<file path="src/rtl/text_writer_pkg.sv">
// Shared constants, payload types and helpers for the tile-screen text writer.
package text_writer_pkg;

  localparam int unsigned H_TILES = 160;
  localparam int unsigned V_TILES = 64;
  localparam int unsigned COL_W   = 8;
  localparam int unsigned ROW_W   = 6;
  localparam int unsigned DATA_W  = 7;

  localparam logic [DATA_W-1:0] CH_BS    = 7'h08;
  localparam logic [DATA_W-1:0] CH_LF    = 7'h0A;
  localparam logic [DATA_W-1:0] CH_FF    = 7'h0C;
  localparam logic [DATA_W-1:0] CH_CR    = 7'h0D;
  localparam logic [DATA_W-1:0] CH_SPACE = 7'h20;
  localparam logic [DATA_W-1:0] CH_TILDE = 7'h7E;

  localparam logic [0:0] ST_IDLE  = 1'b0;
  localparam logic [0:0] ST_CLEAR = 1'b1;

  // One buffer write: target tile and character code.
  typedef struct packed {
    logic [COL_W-1:0]  col;
    logic [ROW_W-1:0]  row;
    logic [DATA_W-1:0] data;
  } wr_req_t;

  // Per-cycle command to a tile counter; clr has highest priority, then inc.
  typedef struct packed {
    logic clr;
    logic inc;
    logic dec_col;
    logic col_rst;
    logic row_inc;
  } cnt_op_t;

  function automatic logic is_printable(input logic [DATA_W-1:0] c);
    return (c >= CH_SPACE) && (c <= CH_TILDE);
  endfunction

endpackage

</file>
<file path="src/rtl/text_writer_tile_counter.sv">
// Column/row position counter that wraps at the screen edges rather than at powers of two.
module text_writer_tile_counter
  import text_writer_pkg::*;
(
  input  logic             clk_i,
  input  logic             rst_i,
  input  cnt_op_t          op_i,
  output logic [COL_W-1:0] col_o,
  output logic [ROW_W-1:0] row_o
);

  logic col_last;
  logic row_last;

  assign col_last = (col_o == COL_W'(H_TILES - 1));
  assign row_last = (row_o == ROW_W'(V_TILES - 1));

  always_ff @(posedge clk_i) begin
    if (rst_i || op_i.clr) begin
      col_o <= '0;
      row_o <= '0;
    end else if (op_i.inc) begin
      if (col_last) begin
        col_o <= '0;
        row_o <= row_last ? '0 : row_o + ROW_W'(1);
      end else begin
        col_o <= col_o + COL_W'(1);
      end
    end else begin
      if (op_i.dec_col && (col_o != '0)) begin
        col_o <= col_o - COL_W'(1);
      end else if (op_i.col_rst) begin
        col_o <= '0;
      end
      if (op_i.row_inc) begin
        row_o <= row_last ? '0 : row_o + ROW_W'(1);
      end
    end
  end

endmodule

</file>
<file path="src/rtl/text_writer.sv">
// Host character stream to tile-buffer write sequencer: cursor tracking, control codes and
// full-screen clear sweep.
module text_writer
  import text_writer_pkg::*;
(
  input  logic              clk_i,
  input  logic              rst_i,
  input  logic              char_valid_i,
  input  logic [DATA_W-1:0] char_i,
  output logic              char_ready_o,
  input  logic              clear_i,
  output logic              busy_o,
  output logic              wr_en_o,
  output logic [COL_W-1:0]  col_w_o,
  output logic [ROW_W-1:0]  row_w_o,
  output logic [DATA_W-1:0] din_o,
  output logic [COL_W-1:0]  cursor_col_o,
  output logic [ROW_W-1:0]  cursor_row_o
);

  logic [0:0]       state_q, state_d;
  logic             ready_q;
  logic             busy_q;
  logic             wr_en_q, wr_en_d;
  wr_req_t          wr_q, wr_d;
  cnt_op_t          cur_op, swp_op;
  logic [COL_W-1:0] swp_col;
  logic [ROW_W-1:0] swp_row;
  logic             accept;
  logic             sweep_last;

  // clear_i blocks the handshake in the same cycle so it always wins over a char.
  assign char_ready_o = ready_q && !clear_i;
  assign accept       = char_valid_i && char_ready_o;
  assign sweep_last   = (swp_col == COL_W'(H_TILES - 1)) && (swp_row == ROW_W'(V_TILES - 1));

  text_writer_tile_counter u_cursor (
    .clk_i (clk_i),
    .rst_i (rst_i),
    .op_i  (cur_op),
    .col_o (cursor_col_o),
    .row_o (cursor_row_o)
  );

  text_writer_tile_counter u_sweep (
    .clk_i (clk_i),
    .rst_i (rst_i),
    .op_i  (swp_op),
    .col_o (swp_col),
    .row_o (swp_row)
  );

  always_comb begin
    state_d = state_q;
    wr_en_d = 1'b0;
    wr_d    = wr_q;
    cur_op  = '0;
    swp_op  = '0;
    case (state_q)
      ST_IDLE: begin
        if (clear_i || (accept && (char_i == CH_FF))) begin
          state_d    = ST_CLEAR;
          swp_op.clr = 1'b1;
        end else if (accept) begin
          if (is_printable(char_i)) begin
            wr_en_d    = 1'b1;
            wr_d       = '{col: cursor_col_o, row: cursor_row_o, data: char_i};
            cur_op.inc = 1'b1;
          end else if (char_i == CH_LF) begin
            cur_op.col_rst = 1'b1;
            cur_op.row_inc = 1'b1;
          end else if (char_i == CH_CR) begin
            cur_op.col_rst = 1'b1;
          end else if ((char_i == CH_BS) && (cursor_col_o != '0)) begin
            wr_en_d        = 1'b1;
            wr_d           = '{col: COL_W'(cursor_col_o - COL_W'(1)), row: cursor_row_o,
                               data: CH_SPACE};
            cur_op.dec_col = 1'b1;
          end
        end
      end
      ST_CLEAR: begin
        wr_en_d    = 1'b1;
        wr_d       = '{col: swp_col, row: swp_row, data: '0};
        swp_op.inc = 1'b1;
        // Cursor homes together with the final sweep write.
        if (sweep_last) begin
          state_d    = ST_IDLE;
          cur_op.clr = 1'b1;
        end
      end
      default: state_d = ST_IDLE;
    endcase
  end

  always_ff @(posedge clk_i) begin
    if (rst_i) begin
      state_q <= ST_IDLE;
      ready_q <= 1'b0;
      busy_q  <= 1'b0;
      wr_en_q <= 1'b0;
      wr_q    <= '0;
    end else begin
      state_q <= state_d;
      ready_q <= (state_q == ST_IDLE) && (state_d == ST_IDLE);
      busy_q  <= (state_q == ST_CLEAR);
      wr_en_q <= wr_en_d;
      wr_q    <= wr_d;
    end
  end

  assign busy_o  = busy_q;
  assign wr_en_o = wr_en_q;
  assign col_w_o = wr_q.col;
  assign row_w_o = wr_q.row;
  assign din_o   = wr_q.data;

endmodule

</file>
<file path="config.mk">
export PLATFORM = sky130hd
export DESIGN_NAME = text_writer
export DESIGN_NICKNAME = d
export VERILOG_FILES = /design/src/rtl/text_writer_pkg.sv /design/src/rtl/text_writer_tile_counter.sv /design/src/rtl/text_writer.sv
export SDC_FILE = /design/constraint.sdc
export NUM_CORES = 1
export LEC_CHECK = 0
export CAP_MARGIN = 10
export CORE_MARGIN = 2
export CORE_UTILIZATION = 40
export CTS_BUF_LIST = sky130_fd_sc_hd__clkbuf_2
export DETAILED_ROUTE_END_ITERATION = 8
export HOLD_SLACK_MARGIN = 0.05
export SYNTH_ARGS = -nofsm -noshare
export SYNTH_HDL_FRONTEND = slang
export SYNTH_SLANG_ARGS = --single-unit
export TNS_END_PERCENT = 10
</file>
<file path="constraint.sdc">
create_clock -name clk_i -period 5.85 [get_ports clk_i]
set_clock_uncertainty 0.15 [all_clocks]
set_input_delay 1.755 -clock clk_i [delete_from_list [all_inputs] [get_ports clk_i]]
set_output_delay 1.755 -clock clk_i [all_outputs]
set_load 0.01 [all_outputs]
</file>
==> reports/qor.csv, run 1 <==
stage,metric,value,unit
detailed_routing,num_vias,2898,
cts,numCtsBuffers,5,
run_status,status,completed,
logic_synthesis,synthSimpleGateAreaFrac,26.0,%
global_route,grt_pass1_vias,2589,
place,io_buffers,48,
logic_synthesis,async_reset_ff_share,0,%
layout,area_growth,21.3,%
cts,htree_levels,2,
detailed_routing,drt_pass1_iterations,4,
hold_path,hold_class,reg2reg,
timing,min_period,4.91,ns
layout,drive_above_1_share,4.90,%
cts,cts_max_path_buffers,2,
logic_synthesis,synth_top_family_by_area,compound AO/OA/AOI/OAI gates,
global_route,grt_pass1_wl,13.6,mm
logic_synthesis,ys_warn_count,0,
worst_setup_path,worstSetupPathType,in2out,
worst_setup_path,arrival,3.00,ns
layout,nets,404,
timing,hold_viol_final,0,
timing,rsz0062_at_grt,no,
timing,max_freq,204,MHz
global_route,grt_start_max_net_pins,26,
floorplan,start_util,40.8,%
detailed_routing,ant_nets,0,
logic_synthesis,yosys-mux-area-fraction,0.688,%
logic_synthesis,syn_inst,349,
cts,clk_pin_slew,0.28,ns
floorplan,io_pins,49,
logic_synthesis,synth_compound_area_share,26.1,%
logic_synthesis,synth-edff-count,0,
worst_setup_path,slowest_stage,clkdlybuf4s50_1,
worst_setup_path,crit_required,3.94,ns
global_route,overflow,0,
worst_setup_path,cp_slowest_stage_delay,0.57,ns
floorplan,die_x,89.3,um
logic_synthesis,syn_area,2910,um2
logic_synthesis,ys_seq_area_share,36.5,%
floorplan,dieHeight,89.3,um
logic_synthesis,synth.top_cells.by_area,"dfxtp_1 (36%), a21oi_1 (4.3%), nand3_1 (4.0%), nor2_1 (3.6%), nor3_1 (3.1%)",
place,routabilityCongestion,0.874,
timing,final_max_slew_viol_count,0,
detailed_routing,drcViolationCount,0,
worst_setup_path,endpoint_kind,primary output,
timing,fin_crit_sh,83.9,%
cts,cts_root_buf,clkbuf_2,
cts,cts_resized,0,
global_route,antenna_found_initial,0,
cts,post_cts_buffers,0,
worst_setup_path,crit_family,buffers and inverters,
timing,setup_viol,0,
worst_setup_path,cp_num_buf_inv,2,
floorplan,die-area,7970,um2
layout,final_common_cell,dfxtp_1,
detailed_routing,vias_per_cell,5.95,
layout,fin_area,3530,um2
timing,tns,0,ns
logic_synthesis,synth_cell_type_count,61,
detailed_routing,first_iter_violations,175,
logic_synthesis,synth_nets,366,
place,placed_area,3460,um2
logic_synthesis,synth_area_per_cell,8.34,um2
cts,clock_latency,0.45,ns
pwr,leakagePower,1.11,nW
pwr,power.density,177,nW/um2
timing,tightest_slew,1.02,ns
worst_setup_path,path_cells,clkdlybuf4s50_1 > nor2b_1 > clkdlybuf4s50_1,
detailed_routing,drt-total-wl,8.41,mm
worst_setup_path,crit_fanout,4,
logic_synthesis,synthFlopType,dfxtp_1,
cts,postCtsHoldBufs,0,
cts,tritoncts,done,
pwr,worst_ir_drop_vdd,0.0882,mV
worst_setup_path,cpMostUsedCell,clkdlybuf4s50_1,
logic_synthesis,ys_seq_elements,53,
logic_synthesis,yosys.area.top_type,dfxtp_1,
worst_setup_path,startpoint_type,input port,
global_route,track_usage,21.7,%
detailed_routing,post_drt_wl_per_cell,17.3,um
cts,clock-sinks,53,
place,hpwl,6.01,mm
logic_synthesis,synth_fa_ha_area_share,2.58,%
floorplan,fp.coreArea,7140,um2
logic_synthesis,synthXorXnorAreaFrac,4.21,%
layout,final_cell_mix,"dfxtp_1 (53), clkdlybuf4s50_1 (48), nor2_1 (28), a21oi_1 (25), nand3_1 (23)",
logic_synthesis,yosys.area.top_type_share,36.5,%
flow_run,maxCapViolCount,0,
layout,n_antenna_cell,0,
floorplan,rows,31,
timing,max_slew_margin,31.9,%
==> worst reg2reg max path, cell delays in order, from the launching register on <==
cell       delay (ns)
dfxtp_1          0.46
inv_1            0.22
ha_1             0.18
nor4b_1          0.40
a211oi_2         0.24
o21ai_2          0.86
nor3b_1          0.14
a2111oi_1        0.38
==> stage by stage <==
| stage | hold WS, ns | cells | total power, mW | setup WS (ns) | utilization (%) |
|---|---|---|---|---|---|
| global route | 0.363 | 487 | 0.651 | 0.866 | 49.5 |
| CTS | 0.342 | 487 | 0.632 | 0.948 | 49.5 |
| finish | 0.343 | 487 | 0.627 | 0.944 | 49.5 |
| global placement | 0.310 | 479 | 0.434 | 0.982 | 48.5 |
| floorplan | 0.334 | 349 | 0.408 | 1.95 | - |
| detailed placement | 0.314 | 479 | 0.434 | 0.950 | 48.5 |
==> metal layers <==
metal	part of all wire, %	track usage, %
met2	44	32.4
met1	50	33.1
met5	0	0
met3	5.8	3.69
met4	0.87	4.07
==> cell type report <==
type / instances / area (um2)
clock buffers: 5 / 25.0
clock inverters: 3 / 43.8
fillers: 729 / 3610
inverters: 8 / 30.0
multi-input cells: 269 / 1750
flip-flops and latches: 53 / 1060
well taps: 99 / 124
repair buffers: 50 / 495
==> synthesized netlist by cell type (2+ instances only) <==
master     instances
o2111ai_1          2
and3b_1            2
nor3b_1            7
mux2i_1            2
and4_1             2
a211oi_1           7
a41oi_1            4
xnor2_1            7
o22ai_1            6
nor4_1             3
nand3_1           23
nor3_1            18
buf_2              5
a31oi_1            8
xor2_1             7
or3_1              5
a21o_1             6
and2_1             8
a22oi_1            9
o211ai_1           2
nor2b_1            4
nand4bb_1          2
and3_1             3
a32oi_1            5
nand4_1            7
dfxtp_1           53
nand2_1           20
a21oi_1           25
ha_1               6
nor2_1            28
o21ai_0           12
a221oi_1           2
o31ai_1            2
clkbuf_1          12
inv_1              8
nor4b_1            2
==> logic make-up after synthesis <==
kind of cell               Yosys count
AOI/OAI and AO/OA                  107
xor gates and xnor gates            14
adders and majority gates            6
buffers and inverters               27
DFF                                 53
muxes                                2
and+or+nand+nor                    140
==> power by group <==
group          leakage [nW]  total (mW)  internal (mW)  switching [mW]
combinational         0.638      0.0597         0.0230          0.0368
clock                0.0433       0.198         0.0732           0.125
sequential            0.428       0.369          0.366         0.00283
==> worst paths after layout <==
| path | from | end | slack [ns] | cells after the start |
|---|---|---|---|---|
| worst max-delay path | clear_i | char_ready_o | 0.94 | 3 |
| worst min-delay path | din_o[5]$_SDFFE_PP0P_ | din_o[5]$_SDFFE_PP0P_ | 0.34 | 2 |
| worst max register to register | u_cursor.col_o[0]$_SDFFE_PP0P_ | din_o[5]$_SDFFE_PP0P_ | 2.75 | 7 |
| worst min register to register | din_o[5]$_SDFFE_PP0P_ | din_o[5]$_SDFFE_PP0P_ | 0.34 | 2 |
==> flip-flops by register name (all words and copies together) (netlist names) <==
name            flops
u_sweep.row_o       6
din_o               7
u_cursor.row_o      6
busy_o              1
u_sweep.col_o       8
ready_q             1
u_cursor.col_o      8
state_q             1
col_w_o             8
wr_en_o             1
row_w_o             6
No activity file was read; power rests on OpenSTA's default activity.
==> run 2: changes to the inputs <==
--- a/config.mk
+++ b/config.mk
@@ -11,6 +11,7 @@
 export CTS_BUF_LIST = sky130_fd_sc_hd__clkbuf_2
 export DETAILED_ROUTE_END_ITERATION = 8
 export HOLD_SLACK_MARGIN = 0.05
+export PLACE_DENSITY = 0.65
 export SYNTH_ARGS = -nofsm -noshare
 export SYNTH_HDL_FRONTEND = slang
 export SYNTH_SLANG_ARGS = --single-unit
==> constraint.sdc (replaced) <==
create_clock -name clk_i -period 4.1 [get_ports clk_i]
set_clock_uncertainty 0.15 [all_clocks]
set_input_delay 1.23 -clock clk_i [delete_from_list [all_inputs] [get_ports clk_i]]
set_output_delay 1.23 -clock clk_i [all_outputs]
set_load 0.01 [all_outputs]
==> run 2 against run 1 <==
Against the previous run:
- sequential share of layout area is 0.41 points lower
- cell count is 1.6% higher
- highest routed layer unchanged
- clock-buffer cell count is 1 higher
- sequential power is 44% higher
- critical path depth stayed put
- first-iteration DRC count is 4.6% higher
- clock power is 42% higher
- setup slack worse by 0.73 ns
- global-route usage is 0.89 points lower
- largest power group unchanged
- via count is 0.35% lower
- total power is 43% higher
- largest cell class unchanged
==> reports/qor.csv, run 2 (synthesis results as in run 1) <==
stage,metric,value,unit
pwr,power.density,250,nW/um2
place,hpwl,5.95,mm
detailed_routing,drcViolationCount,0,
floorplan,start_util,40.8,%
global_route,grt_pass1_vias,2563,
floorplan,die-area,7970,um2
global_route,grt_pass1_wl,13.0,mm
worst_setup_path,slowest_stage,clkdlybuf4s50_1,
layout,final_common_cell,dfxtp_1,
timing,max_freq,257,MHz
pwr,swShare,25.7,%
cts,cts_resized,0,
timing,min_period,3.89,ns
layout,n_antenna_cell,0,
timing,hold_viol_final,0,
worst_setup_path,startpoint_type,input port,
timing,rsz0062_at_grt,no,
timing,setup_viol,0,
detailed_routing,num_vias,2888,
detailed_routing,drt-met1-wl,3.83,mm
floorplan,die_x,89.3,um
detailed_routing,dr_wl_met3,444,um
flow_run,maxCapViolCount,0,
layout,area_growth,23.0,%
pwr,clockPowerShare,31.5,%
global_route,grt_start_max_net_pins,26,
cts,cts_root_buf,clkbuf_2,
cts,clk_pin_slew,0.26,ns
place,routabilityCongestion,0.889,
detailed_routing,detailroute.wirelength.met2,3.64,mm
timing,tns,0,ns
detailed_routing,ant_nets,0,
place,io_buffers,48,
timing,final_max_slew_viol_count,0,
floorplan,dieHeight,89.3,um
detailed_routing,drt_pass1_iterations,5,
run_status,status,completed,
detailed_routing,post_drt_wl_per_cell,16.3,um
detailed_routing,drt-total-wl,8.07,mm
layout,drive_above_1_share,6.82,%
global_route,antenna_found_initial,0,
pwr,p_int,0.664,mW
detailed_routing,topRoutingLayerUsed,met4,
worst_setup_path,arrival,2.51,ns
worst_setup_path,cp_slowest_stage_delay,0.58,ns
worst_setup_path,crit_required,2.72,ns
floorplan,rows,31,
worst_setup_path,cpMostUsedCell,clkdlybuf4s50_1,
cts,tritoncts,done,
pwr,worst_ir_drop_vdd,0.0952,mV
pwr,power_switching,0.230,mW
worst_setup_path,crit_fanout,4,
layout,nets,412,
cts,clock-sinks,53,
worst_setup_path,endpoint_kind,primary output,
layout,fin_area,3580,um2
cts,numCtsBuffers,5,
cts,htree_levels,2,
pwr,p_seq_share,59.4,%
floorplan,io_pins,49,
floorplan,fp.coreArea,7140,um2
cts,clock_latency,0.46,ns
worst_setup_path,path_cells,clkdlybuf4s50_1 > nor2b_1 > clkdlybuf4s50_1,
hold_path,hold_class,reg2reg,
worst_setup_path,worstSetupPathType,in2out,
global_route,overflow,0,
layout,final_cell_mix,"dfxtp_1 (53), clkdlybuf4s50_1 (48), nor2_1 (28), a21oi_1 (25), nand3_1 (23)",
timing,fin_crit_sh,94.8,%
layout,fillers,719,
detailed_routing,first_iter_violations,183,
timing,max_slew_margin,42.5,%
detailed_routing,vias_per_cell,5.83,
global_route,track_usage,20.8,%
cts,post_cts_buffers,0,
timing,tightest_slew,0.862,ns
pwr,combPwrFrac,9.1,%
cts,cts_max_path_buffers,2,
pwr,leakagePower,1.13,nW
timing,timing.hold.ws,0.348,ns
place,placed_area,3510,um2
cts,postCtsHoldBufs,0,
## run 2: per-layer routing
layer / track usage (%) / vias to the layer above
met5: 0 / -
met4: 7.46 / 0
met3: 3.60 / 12
met2: 31.7 / 103
met1: 29.7 / 1356
li1: - / 1417
## run 2: layout make-up
cell class / instances / area, um2 / share of cell area (%)
Sequential cell: 53 / 1060 / 29.6
Clock inverter: 2 / 38.8 / 1.08
Timing Repair Buffer: 58 / 556 / 15.5
Multi-Input combinational cell: 269 / 1740 / 48.6
Clock buffer: 6 / 30.0 / 0.839
Inverter: 8 / 30.0 / 0.839
Tap cell: 99 / 124 / 3.46
## run 2: final timing paths
kind,slack [ns],depth (start not counted),end,startpoint
worst max register to register,1.33,8,col_w_o[6]$_SDFFE_PP0P_,u_cursor.col_o[0]$_SDFFE_PP0P_
worst min register to register,0.35,2,din_o[5]$_SDFFE_PP0P_,din_o[5]$_SDFFE_PP0P_
worst min-delay path,0.35,2,din_o[5]$_SDFFE_PP0P_,din_o[5]$_SDFFE_PP0P_
worst max-delay path,0.21,3,char_ready_o,clear_i
## run 2: per-stage QoR
step                      cells  utilization, %  setup WS [ns]  total power [mW]
after floorplan             349               -           1.03             0.583
after global placement      487            49.2          0.264             0.619
after detailed placement    487            49.2          0.247             0.619
after CTS                   495            50.2          0.235             0.901
after global routing        495            50.2          0.153             0.926
final                       495            50.2          0.212             0.894
## run 2: power groups by stage
stage               combinational, mW  sequential (mW)  clock (mW)
finish                         0.0811            0.531       0.281
global route                   0.0882            0.533       0.305
global placement               0.0795            0.540           0
CTS                            0.0803            0.531       0.289
floorplan                      0.0460            0.537           0
detailed placement             0.0795            0.540           0
## run 2: critical path: cells and delay by family
kind | cells | cell delay, ns
AND/OR/NAND/NOR | 1 | 0.24
buffers and inverters | 2 | 1.04
==> run 3: changes to the inputs <==
--- a/config.mk
+++ b/config.mk
@@ -6,12 +6,12 @@
 export NUM_CORES = 1
 export LEC_CHECK = 0
 export CAP_MARGIN = 10
-export CORE_MARGIN = 2
+export CORE_MARGIN = 1
 export CORE_UTILIZATION = 40
 export CTS_BUF_LIST = sky130_fd_sc_hd__clkbuf_2
 export DETAILED_ROUTE_END_ITERATION = 8
 export HOLD_SLACK_MARGIN = 0.05
-export PLACE_DENSITY = 0.65
+export PLACE_DENSITY = 0.71
 export SYNTH_ARGS = -nofsm -noshare
 export SYNTH_HDL_FRONTEND = slang
 export SYNTH_SLANG_ARGS = --single-unit
==> run 3 against run 2 <==
Against the previous run:
- design area grew 0.24%
- wire length fell by 0.89%
- fmax about the same
- register-to-register slack gained 0.09 ns
- via count increased by 0.45%
- total power is essentially flat
- sequential power is 0.9% lower
- flip-flop and latch count is the same
- combinational power grew 6.7%
- clock power is essentially flat
- global-route usage rose by 1.6 points
- first-iteration DRC count increased by 8.7%
- critical endpoint unchanged
==> reports/qor.csv, run 3 (synthesis results as in run 1) <==
stage,metric,value,unit
run_status,status,completed,
worst_setup_path,crit_required,2.72,ns
layout,fillers,686,
timing,setup_viol,0,
hold_path,hold_class,reg2reg,
flow_run,maxCapViolCount,0,
floorplan,die-area,7620,um2
pwr,power.density,249,nW/um2
timing,final_max_slew_viol_count,0,
timing,tightest_slew,0.793,ns
worst_setup_path,path_cells,clkdlybuf4s50_1 > nor2b_1 > clkdlybuf4s50_1,
worst_setup_path,crit_family,buffers and inverters,
layout,final_cell_mix,"dfxtp_1 (53), clkdlybuf4s50_1 (48), nor2_1 (28), a21oi_1 (25), nand3_1 (23)",
detailed_routing,ant_nets,0,
floorplan,die_x,87.3,um
timing,max_freq,257,MHz
layout,utilization,52.0,%
floorplan,rows,30,
worst_setup_path,crit_fanout,4,
floorplan,io_pins,49,
pwr,worst_ir_drop_vdd,0.100,mV
timing,min_period,3.89,ns
cts,post_cts_buffers,0,
cts,cts_root_buf,clkbuf_2,
worst_setup_path,startpoint_type,input port,
floorplan,start_util,42.1,%
worst_setup_path,cp_num_buf_inv,2,
layout,nets,412,
worst_setup_path,arrival,2.51,ns
layout,drive_above_1_share,6.82,%
cts,clock-sinks,53,
cts,clock_latency,0.46,ns
worst_setup_path,cp_slowest_stage_delay,0.58,ns
global_route,overflow,0,
layout,fin_area,3590,um2
global_route,grt_pass1_vias,2658,
layout,final_common_cell,dfxtp_1,
cts,cts_resized,0,
pwr,leakagePower,1.14,nW
detailed_routing,drcViolationCount,0,
detailed_routing,num_vias,2901,
cts,postCtsHoldBufs,0,
cts,htree_levels,2,
worst_setup_path,worstSetupPathType,in2out,
detailed_routing,vias_per_cell,5.90,
place,io_buffers,48,
floorplan,dieHeight,87.3,um
global_route,antenna_found_initial,0,
cts,numCtsBuffers,5,
timing,hold_viol_final,0,
global_route,grt_pass1_wl,13.5,mm
timing,fin_crit_sh,94.9,%
global_route,grt_start_max_net_pins,26,
detailed_routing,drt-total-wl,8.00,mm
timing,rsz0062_at_grt,no,
worst_setup_path,slowest_stage,clkdlybuf4s50_1,
layout,area_growth,23.3,%
layout,n_antenna_cell,0,
cts,tritoncts,done,
place,placed_area,3520,um2
place,routabilityCongestion,0.916,
detailed_routing,first_iter_violations,199,
cts,cts_max_path_buffers,2,
timing,max_slew_margin,47.1,%
worst_setup_path,cpMostUsedCell,clkdlybuf4s50_1,
worst_setup_path,endpoint_kind,primary output,
global_route,track_usage,22.5,%
floorplan,fp.coreArea,6910,um2
cts,clk_pin_slew,0.25,ns
timing,tns,0,ns
detailed_routing,drt_pass1_iterations,4,
detailed_routing,post_drt_wl_per_cell,16.3,um
place,hpwl,5.94,mm
[run 3: where the power goes]
group	internal [mW]	leakage, nW	switching [mW]
Combinational	0.0354	0.668	0.0511
Sequential	0.522	0.428	0.00396
Clock	0.107	0.0432	0.173
[run 3: final timing paths]
path,start,to,slack (ns),cells after the start
worst min-delay path,col_w_o[0]$_SDFFE_PP0P_,col_w_o[0]$_SDFFE_PP0P_,0.35,2
worst max register to register,u_cursor.col_o[0]$_SDFFE_PP0P_,u_cursor.col_o[5]$_SDFFE_PP0P_,1.42,8
worst max-delay path,clear_i,char_ready_o,0.21,3
worst min register to register,col_w_o[0]$_SDFFE_PP0P_,col_w_o[0]$_SDFFE_PP0P_,0.35,2
[run 3: layout make-up]
cell class | instances | area, um2 | area share (%)
Sequential cell | 53 | 1060 | 29.6
Tap cell | 96 | 120 | 3.35
Clock inverter | 2 | 38.8 | 1.08
Clock buffer | 6 | 30.0 | 0.837
Timing Repair Buffer | 58 | 568 | 15.8
Multi-Input combinational cell | 269 | 1740 | 48.5
Inverter | 8 | 30.0 | 0.837
[run 3: per-layer routing]
| metal | up-vias | share of wire [%] | GRT usage, % |
|---|---|---|---|
| li1 | 1422 | - | - |
| met1 | 1364 | 47 | 31.9 |
| met2 | 105 | 45 | 34.5 |
| met3 | 10 | 5.9 | 3.60 |
| met4 | 0 | 1.4 | 7.60 |
| met5 | - | 0 | 0 |
[run 3: stage by stage]
step	hold WS (ns)	cells	power [mW]	setup slack (ns)
finish	0.350	492	0.893	0.210
global route	0.371	492	0.926	0.130
CTS	0.353	492	0.898	0.231
detailed placement	0.326	484	0.621	0.238
global placement	0.322	484	0.620	0.282
floorplan	0.334	349	0.583	1.03
[run 3: tightest hold or removal path: stages (launching register included)]
cell and delay, ns:
dfxtp_1 0.37, nand3_1 0.07, a21oi_1 0.06
